===== config.mk =====
export PLATFORM = sky130hd
export DESIGN_NAME = sccb_cfg_arbiter
export DESIGN_NICKNAME = d
export VERILOG_FILES = /design/src/rtl/sccb_cfg_arbiter.sv
export SDC_FILE = /design/constraint.sdc
export NUM_CORES = 1
export LEC_CHECK = 0
export CORE_MARGIN = 1
export CORE_UTILIZATION = 50
export DETAILED_ROUTE_END_ITERATION = 6
export GPL_TIMING_DRIVEN = 0
export PLACE_DENSITY = 0.81
export SLEW_MARGIN = 25
export SYNTH_ARGS = -nofsm -noshare
export SYNTH_HDL_FRONTEND = slang
export SYNTH_SLANG_ARGS = --single-unit

===== constraint.sdc =====
create_clock -name clk_100MHz -period 3.3 [get_ports clk_100MHz]
set_input_delay 0.66 -clock clk_100MHz [delete_from_list [all_inputs] [get_ports clk_100MHz]]
set_output_delay 0.66 -clock clk_100MHz [all_outputs]
set_load 0.01 [all_outputs]

===== src/rtl/sccb_cfg_arbiter.sv =====
// Round-robin arbiter sharing the camera SCCB register-write master among
// N_REQ requesters. One write is owned per grant; gated requesters wait for
// start-of-frame, NACKs are retried after a backoff, and a stuck master is
// aborted on timeout. The outcome is returned to the granted requester.
//
// state      | meaning
// -----------+----------------------------------------------------------
// S_IDLE     | no owner; waiting for any valid request
// S_ARB      | pick winner from rr pointer, strobe ready, latch addr/data
// S_WAIT_SOF | gated winner waits for an i_sof seen after the ARB cycle
// S_ISSUE    | one-cycle o_m_start to the master, timeout counter cleared
// S_WAIT_DONE| waiting for i_m_done or timeout
// S_BACKOFF  | idle gap after a NACK before re-issuing
// S_RESP     | one-cycle completion strobe to the owner, then idle
module sccb_cfg_arbiter #(
    parameter int                N_REQ         = 3,
    parameter logic [N_REQ-1:0]  SOF_GATE_MASK = 3'b110,
    parameter int                MAX_RETRY     = 3,
    parameter int                TIMEOUT_CYC   = 2000000,
    parameter int                BACKOFF_CYC   = 100000
) (
    input  logic                 clk_100MHz,
    input  logic                 btn_rstn,
    input  logic                 i_sof,
    input  logic [N_REQ-1:0]     i_req_valid,
    input  logic [8*N_REQ-1:0]   i_req_addr,
    input  logic [8*N_REQ-1:0]   i_req_data,
    output logic [N_REQ-1:0]     o_req_ready,
    output logic [N_REQ-1:0]     o_rsp_valid,
    output logic [N_REQ-1:0]     o_rsp_err,
    output logic [N_REQ-1:0]     o_grant,
    output logic                 o_busy,
    output logic                 o_m_start,
    output logic [7:0]           o_m_addr,
    output logic [7:0]           o_m_data,
    input  logic                 i_m_done,
    input  logic                 i_m_nack
);

    localparam int PW      = (N_REQ > 1) ? $clog2(N_REQ) : 1;
    localparam int CNT_MAX = (TIMEOUT_CYC > BACKOFF_CYC) ? TIMEOUT_CYC : BACKOFF_CYC;
    localparam int CW      = $clog2(CNT_MAX + 1);
    localparam int RW      = (MAX_RETRY > 0) ? $clog2(MAX_RETRY + 1) : 1;

    typedef enum logic [2:0] {
        S_IDLE,
        S_ARB,
        S_WAIT_SOF,
        S_ISSUE,
        S_WAIT_DONE,
        S_BACKOFF,
        S_RESP
    } state_t;

    state_t             state_q, state_d;
    logic [PW-1:0]      rr_q, rr_d;
    logic [N_REQ-1:0]   grant_q, grant_d;
    logic               err_q, err_d;
    logic [RW-1:0]      retry_q, retry_d;
    logic [CW-1:0]      cnt_q, cnt_d;
    logic [CW-1:0]      cnt_inc;
    logic [7:0]         m_addr_q, m_data_q;
    logic               latch_en;

    logic               sel_found;
    logic [PW-1:0]      sel_idx;
    logic [N_REQ-1:0]   sel_oh;
    logic [PW-1:0]      rr_nxt;
    logic [7:0]         sel_addr, sel_data;
    int                 scan;
    logic [PW-1:0]      scan_idx;

    assign cnt_inc = cnt_q + CW'(1);

    // Round-robin search: first valid requester at or above rr_q, wrapping.
    always_comb begin
        sel_found = 1'b0;
        sel_idx   = '0;
        sel_oh    = '0;
        scan      = 0;
        scan_idx  = '0;
        for (int k = 0; k < N_REQ; k++) begin
            scan     = (int'(rr_q) + k) % N_REQ;
            scan_idx = scan[PW-1:0];
            if (!sel_found && i_req_valid[scan_idx]) begin
                sel_found = 1'b1;
                sel_idx   = scan_idx;
            end
        end
        if (sel_found) begin
            sel_oh[sel_idx] = 1'b1;
        end
    end

    assign rr_nxt   = (sel_idx == PW'(N_REQ - 1)) ? '0 : sel_idx + PW'(1);
    assign sel_addr = i_req_addr[{sel_idx, 3'b000} +: 8];
    assign sel_data = i_req_data[{sel_idx, 3'b000} +: 8];

    // State register.
    always_ff @(posedge clk_100MHz or negedge btn_rstn) begin
        if (!btn_rstn) begin
            state_q <= S_IDLE;
        end else begin
            state_q <= state_d;
        end
    end

    // Next-state logic plus next values for the grant/retry/counter datapath.
    always_comb begin
        state_d  = state_q;
        rr_d     = rr_q;
        grant_d  = grant_q;
        err_d    = err_q;
        retry_d  = retry_q;
        cnt_d    = cnt_q;
        latch_en = 1'b0;
        case (state_q)
            S_IDLE: begin
                if (|i_req_valid) begin
                    state_d = S_ARB;
                end
            end
            S_ARB: begin
                if (sel_found) begin
                    grant_d  = sel_oh;
                    rr_d     = rr_nxt;
                    latch_en = 1'b1;
                    err_d    = 1'b0;
                    state_d  = SOF_GATE_MASK[sel_idx] ? S_WAIT_SOF : S_ISSUE;
                end else begin
                    // request withdrawn before arbitration: nobody is granted
                    state_d = S_IDLE;
                end
            end
            S_WAIT_SOF: begin
                if (i_sof) begin
                    state_d = S_ISSUE;
                end
            end
            S_ISSUE: begin
                cnt_d   = '0;
                state_d = S_WAIT_DONE;
            end
            S_WAIT_DONE: begin
                cnt_d = cnt_inc;
                if (i_m_done) begin
                    // done takes priority over a timeout in the same cycle
                    if (!i_m_nack) begin
                        err_d   = 1'b0;
                        state_d = S_RESP;
                    end else if (retry_q < RW'(MAX_RETRY)) begin
                        retry_d = retry_q + RW'(1);
                        cnt_d   = '0;
                        state_d = S_BACKOFF;
                    end else begin
                        err_d   = 1'b1;
                        state_d = S_RESP;
                    end
                end else if (cnt_inc == CW'(TIMEOUT_CYC - 1)) begin
                    err_d   = 1'b1;
                    state_d = S_RESP;
                end
            end
            S_BACKOFF: begin
                if (cnt_q == CW'(BACKOFF_CYC - 1)) begin
                    cnt_d   = '0;
                    state_d = S_ISSUE;
                end else begin
                    cnt_d = cnt_inc;
                end
            end
            S_RESP: begin
                retry_d = '0;
                grant_d = '0;
                state_d = S_IDLE;
            end
            default: begin
                state_d = S_IDLE;
            end
        endcase
    end

    // Datapath registers: rr pointer, owner, status, counters, latched write.
    always_ff @(posedge clk_100MHz or negedge btn_rstn) begin
        if (!btn_rstn) begin
            rr_q     <= '0;
            grant_q  <= '0;
            err_q    <= 1'b0;
            retry_q  <= '0;
            cnt_q    <= '0;
            m_addr_q <= 8'h00;
            m_data_q <= 8'h00;
        end else begin
            rr_q    <= rr_d;
            grant_q <= grant_d;
            err_q   <= err_d;
            retry_q <= retry_d;
            cnt_q   <= cnt_d;
            if (latch_en) begin
                m_addr_q <= sel_addr;
                m_data_q <= sel_data;
            end
        end
    end

    assign o_req_ready = (state_q == S_ARB) ? sel_oh : '0;
    assign o_grant     = grant_q | o_req_ready;
    assign o_rsp_valid = (state_q == S_RESP) ? grant_q : '0;
    assign o_rsp_err   = ((state_q == S_RESP) && err_q) ? grant_q : '0;
    assign o_busy      = (state_q != S_IDLE);
    assign o_m_start   = (state_q == S_ISSUE);
    assign o_m_addr    = m_addr_q;
    assign o_m_data    = m_data_q;

endmodule


==> metrics.md <==
| Metric | Value |
|---|---|
| CTS tree | yes |
| Largest net degree at the start of global routing | 49 |
| Max VDD drop | roughly 530 uV |
| DR pass1 iterations | 5 |
| Mean Syn Cell Area | 8.22 um2 |
| Worst hold slack | 0.352 ns |
| CTS H-tree depth | 2 |
| Rows | 30 |
| Yosys warning count | 0 |
| Grt peak-use layer | met2 |
| Final Setup Violations | 0 |
| Yosys cell types | 65 |
| Placement Setup Slack | -1.04 ns |
| Synth Area in XOR/XNOR | 1.49% |
| GRT overflow | 0 |
| Top cell type's share of synthesized area | 34.0% |
| Worst slew pin tran | roughly 0.85 ns |
| Slowest stage cell, crit path | dfrtp_1 |
| Post-route clock skew | 0.00431 ns |
| Setup slack after layout | ~0.024 ns |
| Post-synth ARST share | 100% |
| # hold bufs at CTS | 0 |
| Via count | 3,708 |
| Synthesized flop and latch total | 48 |
| RD Place Congestion | 0.920 |
| Final hold viol count | 0 |
| Worst-path clk slew | 0.09 ns |
| Clock power share | ~10% |
| Largest stage delay, worst path | roughly 0.39 ns |
| Bufs and invs on worst path | 5 |
| EDFF count, synth | 0 |
| Net Sw Power | roughly 0.0015 W |
| Global routing usage on met1 | 40.2% |
| Mux cell area share after synthesis | about 1.4% |
| First-pass GRT wire length | 17,000 um |
| Drt wl/cell | between 15 and 20 um |
| Primary FF master, synth | dfrtp_1 |
| Compound-Gate Fraction of Synth Area | ~28% |
| Top cells by area, synth | dfrtp_1 34%, a211oi_1 6.8%, nand2_1 4.8% |
| Fin. max-slew vios | 0 |
| Crit-path max FO | 8 |
| Met2 usage | a little under half |
| Fin nets | roughly 600 |
| CTS root buf | clkbuf_8 |
| Worst path cell trace | inv_2 -> ha_1 -> buf_4 -> mux2i_1 -> or2_1 -> buf_6 -> a21oi_4 -> a21o_1 -> buf_12 -> ha_1 -> nand2_2 -> nand2b_1 -> dlygate4sd2_1 |
| Max clock buf depth | 2 |
| Die width | approximately 86 um |
| Area grow syn2layout | 33.1% |
| Register share of total power | 25.8% |
| Syn Inst Count | 430 |
| Starting DRT DRC Count | 179 |
| Vias per cell | 5.91 |
| Antenna violations before repair | 0 |
| Vias in the first global route | about 3,500 |
| Largest family of logic cells by synthesized area | compound AO/OA/AOI/OAI gates |
| Detailed placer's ending HPWL | between 7000 and 8000 um |
| Syn nets | slightly below 500 |
| Tcrit/Tclk final | 99.3% |
| Critical path launch point type | flip-flop |
| Port bufs | 85 |
| Endpoint class of the critical path | output port |
| Static Leak | 2.05 nW |
| Sw frac | between 40% and 50% |
| Gr usage total | 29.1% |
| Critical path class | reg -> out |
| Top Family by Delay on Critical Path | buffers and inverters |
| Area share of fa/ha/maj cells after synthesis | approximately 4.2% |
| Worst skew pair latency | about 0.30 ns |
| Seq/Total Area, Yosys | 34.0% |
| Slew headroom | 43.2% |
| N_diodes | 0 |
| Worst Path Required | about 2.6 ns |
| Overall die area | approximately 0.0074 mm2 |
| Setup Total Neg Slack | 0 ns |
| DRT Wirelength | about 11,000 um |
| Max_cap viols | 0 |
| WP data arrival | around 2.6 ns |
| Die height | approximately 86 um |
| Synthesized area | ~0.0035 mm2 |
| Cell taking the most area after synthesis | dfrtp_1 |
| Clock sinks | 48 |
| Routed Antenna Nets | 0 |
| Core box area | ~0.0068 mm2 |
| Layout cell share with drive strength beyond 1 | 12.1% |
| F_max | slightly above 0.3 GHz |
| Simple-gate share of the synthesized area | between 20% and 30% |
| Drt drc | 0 |
| Comb pwr share | between 60% and 70% |
| Worst hold path class | in -> async |
| Total Power | approximately 0.0034 W |
| Initial core utilization | between 50% and 60% |
| Cell Pwr Density | around 730 mW/mm2 |
| Met3 Use GR | about 3.7% |
| Int Power | 0.00190 W |
| IO Count | between 80 and 90 |
| Crit-path most repeated cell | ha_1 |
| Shortest clock period the worst path allows after layout | around 3.3 ns |
| TritonCTS Buffers | 5 |
| Outcome | complete, no violations |
## power groups by stage
stage	Clock [W]	Combinational, W	Sequential, W
after CTS	0.000352	0.00211	0.000880
after global placement	0	0.00187	0.000884
final	0.000350	0.00220	0.000885
after floorplan	0	0.00119	0.000913
after global routing	0.000375	0.00239	0.000903
after detailed placement	0	0.00194	0.000892
## timing repair
item,in CTS,in global routing
gates cloned,1,0
resized for setup,23,12
endpoints found under the setup margin,6,6
setup buffers,6,5
pin swaps,2,1
## cell usage in the layout, fill, tap and decap left out, types with 7 or more instances in the layout
master,n
dfrtp_1,48
buf_2,10
a21oi_1,29
o31ai_1,20
nor4_1,7
nor2_1,29
nand2b_1,13
ha_1,10
clkdlybuf4s50_1,76
buf_4,15
clkbuf_1,12
inv_1,33
a211oi_1,32
nand2_1,43
nand3_1,16
o21ai_0,25
## worst paths after layout
kind	startpoint	to	slack, ns	cells after the start
min in group clk_100MHz	o_m_addr[7]	o_m_addr[7]	0.48	2
worst max-delay path	rr_q[1]	o_grant[2]	0.02	13
max in group asynchronous	btn_rstn	o_m_addr[0]	2.51	1
worst min register to register	o_m_addr[7]	o_m_addr[7]	0.48	2
worst min-delay path	btn_rstn	cnt_q[5]	0.35	1
worst max register to register	rr_q[1]	o_m_addr[5]	0.53	8
## logic make-up after synthesis
kind of cell               Yosys count
AOI/OAI and AO/OA                  140
and+or+nand+nor                    154
muxes                                5
xor gates and xnor gates             6
DFF                                 48
buffers and inverters               65
adders and majority gates           12
## registers in the layout, summed over array words and instances, names as in the netlist
| register | count |
|---|---|
| err_q | 1 |
| o_m_data | 8 |
| o_m_addr | 8 |
| grant_q | 3 |
| rr_q | 2 |
| state_q | 3 |
| cnt_q | 21 |
| retry_q | 2 |
## final cells by class
cell class                      instances  area (um2)
Multi-Input combinational cell        317        2080
Inverter                               35         136
Sequential cell                        48        1200
Tap cell                               96         120
Clock buffer                            6        72.6
Timing Repair Buffer                   97         943
Fill cell                             550        2090
Clock inverter                          1        5.00
Buffer                                 27         150
## routing by layer
metal | share of wire (%) | wire length [um]
met1 | 45 | 4800
met2 | 48 | 5130
met3 | 5.4 | 575
met4 | 2.1 | 225
met5 | 0 | 0
## through the flow
step	utilization, %	instance area (um2)	cells
finish	69.3	4710	627
global route	69.3	4710	627
CTS	68.8	4670	622
detailed placement	66.3	4500	611
global placement	66.3	4510	611
floorplan	-	3540	430
## cell usage after synthesis, types with 3 or more instances
master and count:
a21oi_1 29, o41ai_1 3, ha_1 11, and2_1 4, o21ai_1 3, nor4b_1 3, nor2_1 30, xnor2_1 4
nor2b_1 5, or3_1 4, buf_2 11, and3_1 5, nand2_1 45, buf_4 3, o31ai_1 20, nand2b_1 13
a22oi_1 3, dfrtp_1 48, nand3_1 16, a211oi_1 32, nor4_1 7, clkbuf_1 14, o21ai_0 25, a21o_1 4
nor3_1 3, mux2i_1 5, inv_1 34, o32ai_1 3
Power figures use the tool's default switching activity.
==> edit, RTL diff (same flow settings) <==
Re-encode `state_t` (7 states) as one-hot, 7 bits wide.
--- a/src/rtl/sccb_cfg_arbiter.sv
+++ b/src/rtl/sccb_cfg_arbiter.sv
@@ -42,14 +42,14 @@
     localparam int CW      = $clog2(CNT_MAX + 1);
     localparam int RW      = (MAX_RETRY > 0) ? $clog2(MAX_RETRY + 1) : 1;
 
-    typedef enum logic [2:0] {
-        S_IDLE,
-        S_ARB,
-        S_WAIT_SOF,
-        S_ISSUE,
-        S_WAIT_DONE,
-        S_BACKOFF,
-        S_RESP
+    typedef enum logic [6:0] {
+        S_IDLE      = 7'b0000001,
+        S_ARB       = 7'b0000010,
+        S_WAIT_SOF  = 7'b0000100,
+        S_ISSUE     = 7'b0001000,
+        S_WAIT_DONE = 7'b0010000,
+        S_BACKOFF   = 7'b0100000,
+        S_RESP      = 7'b1000000
     } state_t;
 
     state_t             state_q, state_d;
Formal check against the unedited RTL: same outputs for any inputs over 4 cycles, from zero or initial values and one cycle with btn_rstn low; so few cycles prove little.
==> edit against the unedited design <==
Area after synthesis shrank 4.0%; critical path type is now input port to output port; total power is 17% lower; critical endpoint is now o_req_ready[2]; register-to-register slack got worse by 0.11 ns; wire length down 13%; sequential power is 6.3% higher; maximum frequency rose by 0.56%; combinational power fell by 35%; utilization increased by 1.7 points; the run now ends with DRC left; sequential cell count rose by 4; synthesized cell count decreased by 9.3%; final area is 2.6% lower; worst setup slack better by 0.018 ns.
==> edit: results (changes against the unedited design) <==
\begin{tabular}{lr}
\hline
Metric & Value \\
\hline
\multicolumn{2}{l}{\textbf{Synthesis}} \\
\quad Synthesized netlist net count & 456 (was 497) \\
\quad Synth Area in XOR/XNOR & 1.03\% (was 1.49\%) \\
\quad Post-Syn Area per Cell & 8.71 sq um (was 8.22 sq um) \\
\quad Portion of netlist area occupied by mux cells & 11.4\% (was 1.42\%) \\
\quad Cell types occupying the most area after synthesis & sky130\_fd\_sc\_hd\_\_dfrtp\_1, sky130\_fd\_sc\_hd\_\_nand2\_1, sky130\_fd\_sc\_hd\_\_mux2\_2 (was sky130\_fd\_sc\_hd\_\_dfrtp\_1, sky130\_fd\_sc\_hd\_\_a211oi\_1, sky130\_fd\_sc\_hd\_\_nand2\_1) \\
\quad Library cells used by synthesis & 58 (was 65) \\
\quad Share of the synthesized area in compound gates (AO/OA/AOI/OAI) & 15.3\% (was 27.5\%) \\
\quad Seq/Total Area, Yosys & 38.4\% (was 34.0\%) \\
\quad Area share of the leading cell type in the synthesized netlist & 37.6\% (was 34.0\%) \\
\multicolumn{2}{l}{\textbf{Setup path}} \\
\quad Data arrival time of the worst path & 2.60 ns (was 2.62 ns) \\
\quad Launch point of the worst path & i\_req\_valid[1] (was rr\_q[1]) \\
\quad Critical R2R Launch & cnt\_q[0] (was rr\_q[1]) \\
\quad Delay of the slowest cell on the worst path & 0.37 ns (was 0.39 ns) \\
\quad Worst path slowest cell & sky130\_fd\_sc\_hd\_\_maj3\_1 (was sky130\_fd\_sc\_hd\_\_dfrtp\_1) \\
\multicolumn{2}{l}{\textbf{Detailed routing}} \\
\quad Average routed wire per standard cell & 16.4 um (was 17.1 um) \\
\quad Number of remaining DRC errors & 2 (was 0) \\
\quad DRC marker count from the first detailed-route iteration & 248 (was 179) \\
\quad Number of iterations in the first detailed-routing pass & 7 (was 5) \\
\multicolumn{2}{l}{\textbf{Layout}} \\
\quad Ratio of cells with drive above 1 in the final layout & 16.1\% (was 12.1\%) \\
\quad Count of filler cells inserted in the layout & 501 (was 550) \\
\multicolumn{2}{l}{\textbf{GRT}} \\
\quad First-pass GRT wire length & 15,600 um (was 17,000 um) \\
\quad Via count of the first global-routing pass & 3,232 (was 3,451) \\
\multicolumn{2}{l}{\textbf{Placed design}} \\
\quad Placed Cells & 552 (was 611) \\
\quad Placer's final routability congestion estimate & 0.911 (was 0.920) \\
\quad Cell area reported after detailed placement & 4340 sq um (was 4500 sq um) \\
\quad Half-perimeter wire length after detailed placement & 6480 um (was 7540 um) \\
\multicolumn{2}{l}{\textbf{STA}} \\
\quad Worst Skew & 0.00887 ns (was 0.00431 ns) \\
\quad Worst-margin pin slew & 0.895 ns (was 0.846 ns) \\
\multicolumn{2}{l}{\textbf{Pwr}} \\
\quad Leakage power figure & 2.02 nW (was 2.05 nW) \\
\multicolumn{2}{l}{\textbf{Outcome}} \\
\quad Failing checks & DRC \\
\quad Status & finished with violations (was complete, no violations) \\
\hline
\end{tabular}
-- edit: cell types whose count changed after synthesis, moves of 8 or more --
cell	unedited run	this run
sky130_fd_sc_hd__nand2b_1	13	4
sky130_fd_sc_hd__o31ai_1	20	1
sky130_fd_sc_hd__a211oi_1	32	1
sky130_fd_sc_hd__a21oi_1	29	15
sky130_fd_sc_hd__mux2i_1	5	18
sky130_fd_sc_hd__inv_1	34	14
sky130_fd_sc_hd__nor3_1	3	12
sky130_fd_sc_hd__a31oi_1	1	11
sky130_fd_sc_hd__o21ai_0	25	36
sky130_fd_sc_hd__mux2_2	0	17
sky130_fd_sc_hd__nand2_1	45	53
-- edit: area by class of cell --
cell class	instances	share of cell area, %
clock buffer	7	2.10
clock inverter	1	0.655
sequential	52	28.4
multi-input combinational	301	42.6
timing repair buffer	94	19.6
buffer	22	3.44
tap	77	2.10
inverter	14	1.15
-- edit: routing by layer --
layer	global-route usage [%]	wire, um
met5	0	0
met3	5.51	470
met4	9.24	199
met2	46.3	4700
met1	35.4	3970
-- edit: what timing repair did --
action / CTS / global route
resized for setup: 40 / 10
gates cloned: 0 / 0
setup endpoints to repair: 6 / 13
endpoints found under the hold margin: 0 / 0
setup buffers: 7 / 2
hold buffers: 0 / 0
pin swaps: 3 / 2
-- edit: final timing paths --
kind,to,slack (ns),depth (start not counted)
setup / recovery,o_req_ready[2],0.04,9
hold / removal,cnt_q[11],0.38,1
setup reg to reg,cnt_q[14],0.42,9
hold reg to reg,o_m_data[2],0.51,1
max in group asynchronous,o_m_data[0],2.47,1
min in group clk_100MHz,o_m_data[2],0.51,1
-- edit: power breakdown --
part	total [W]	switching (W)	internal (W)
logic	0.00144	0.000671	0.000764
clock network	0.000485	0.000217	0.000268
registers	0.000941	0.000125	0.000816
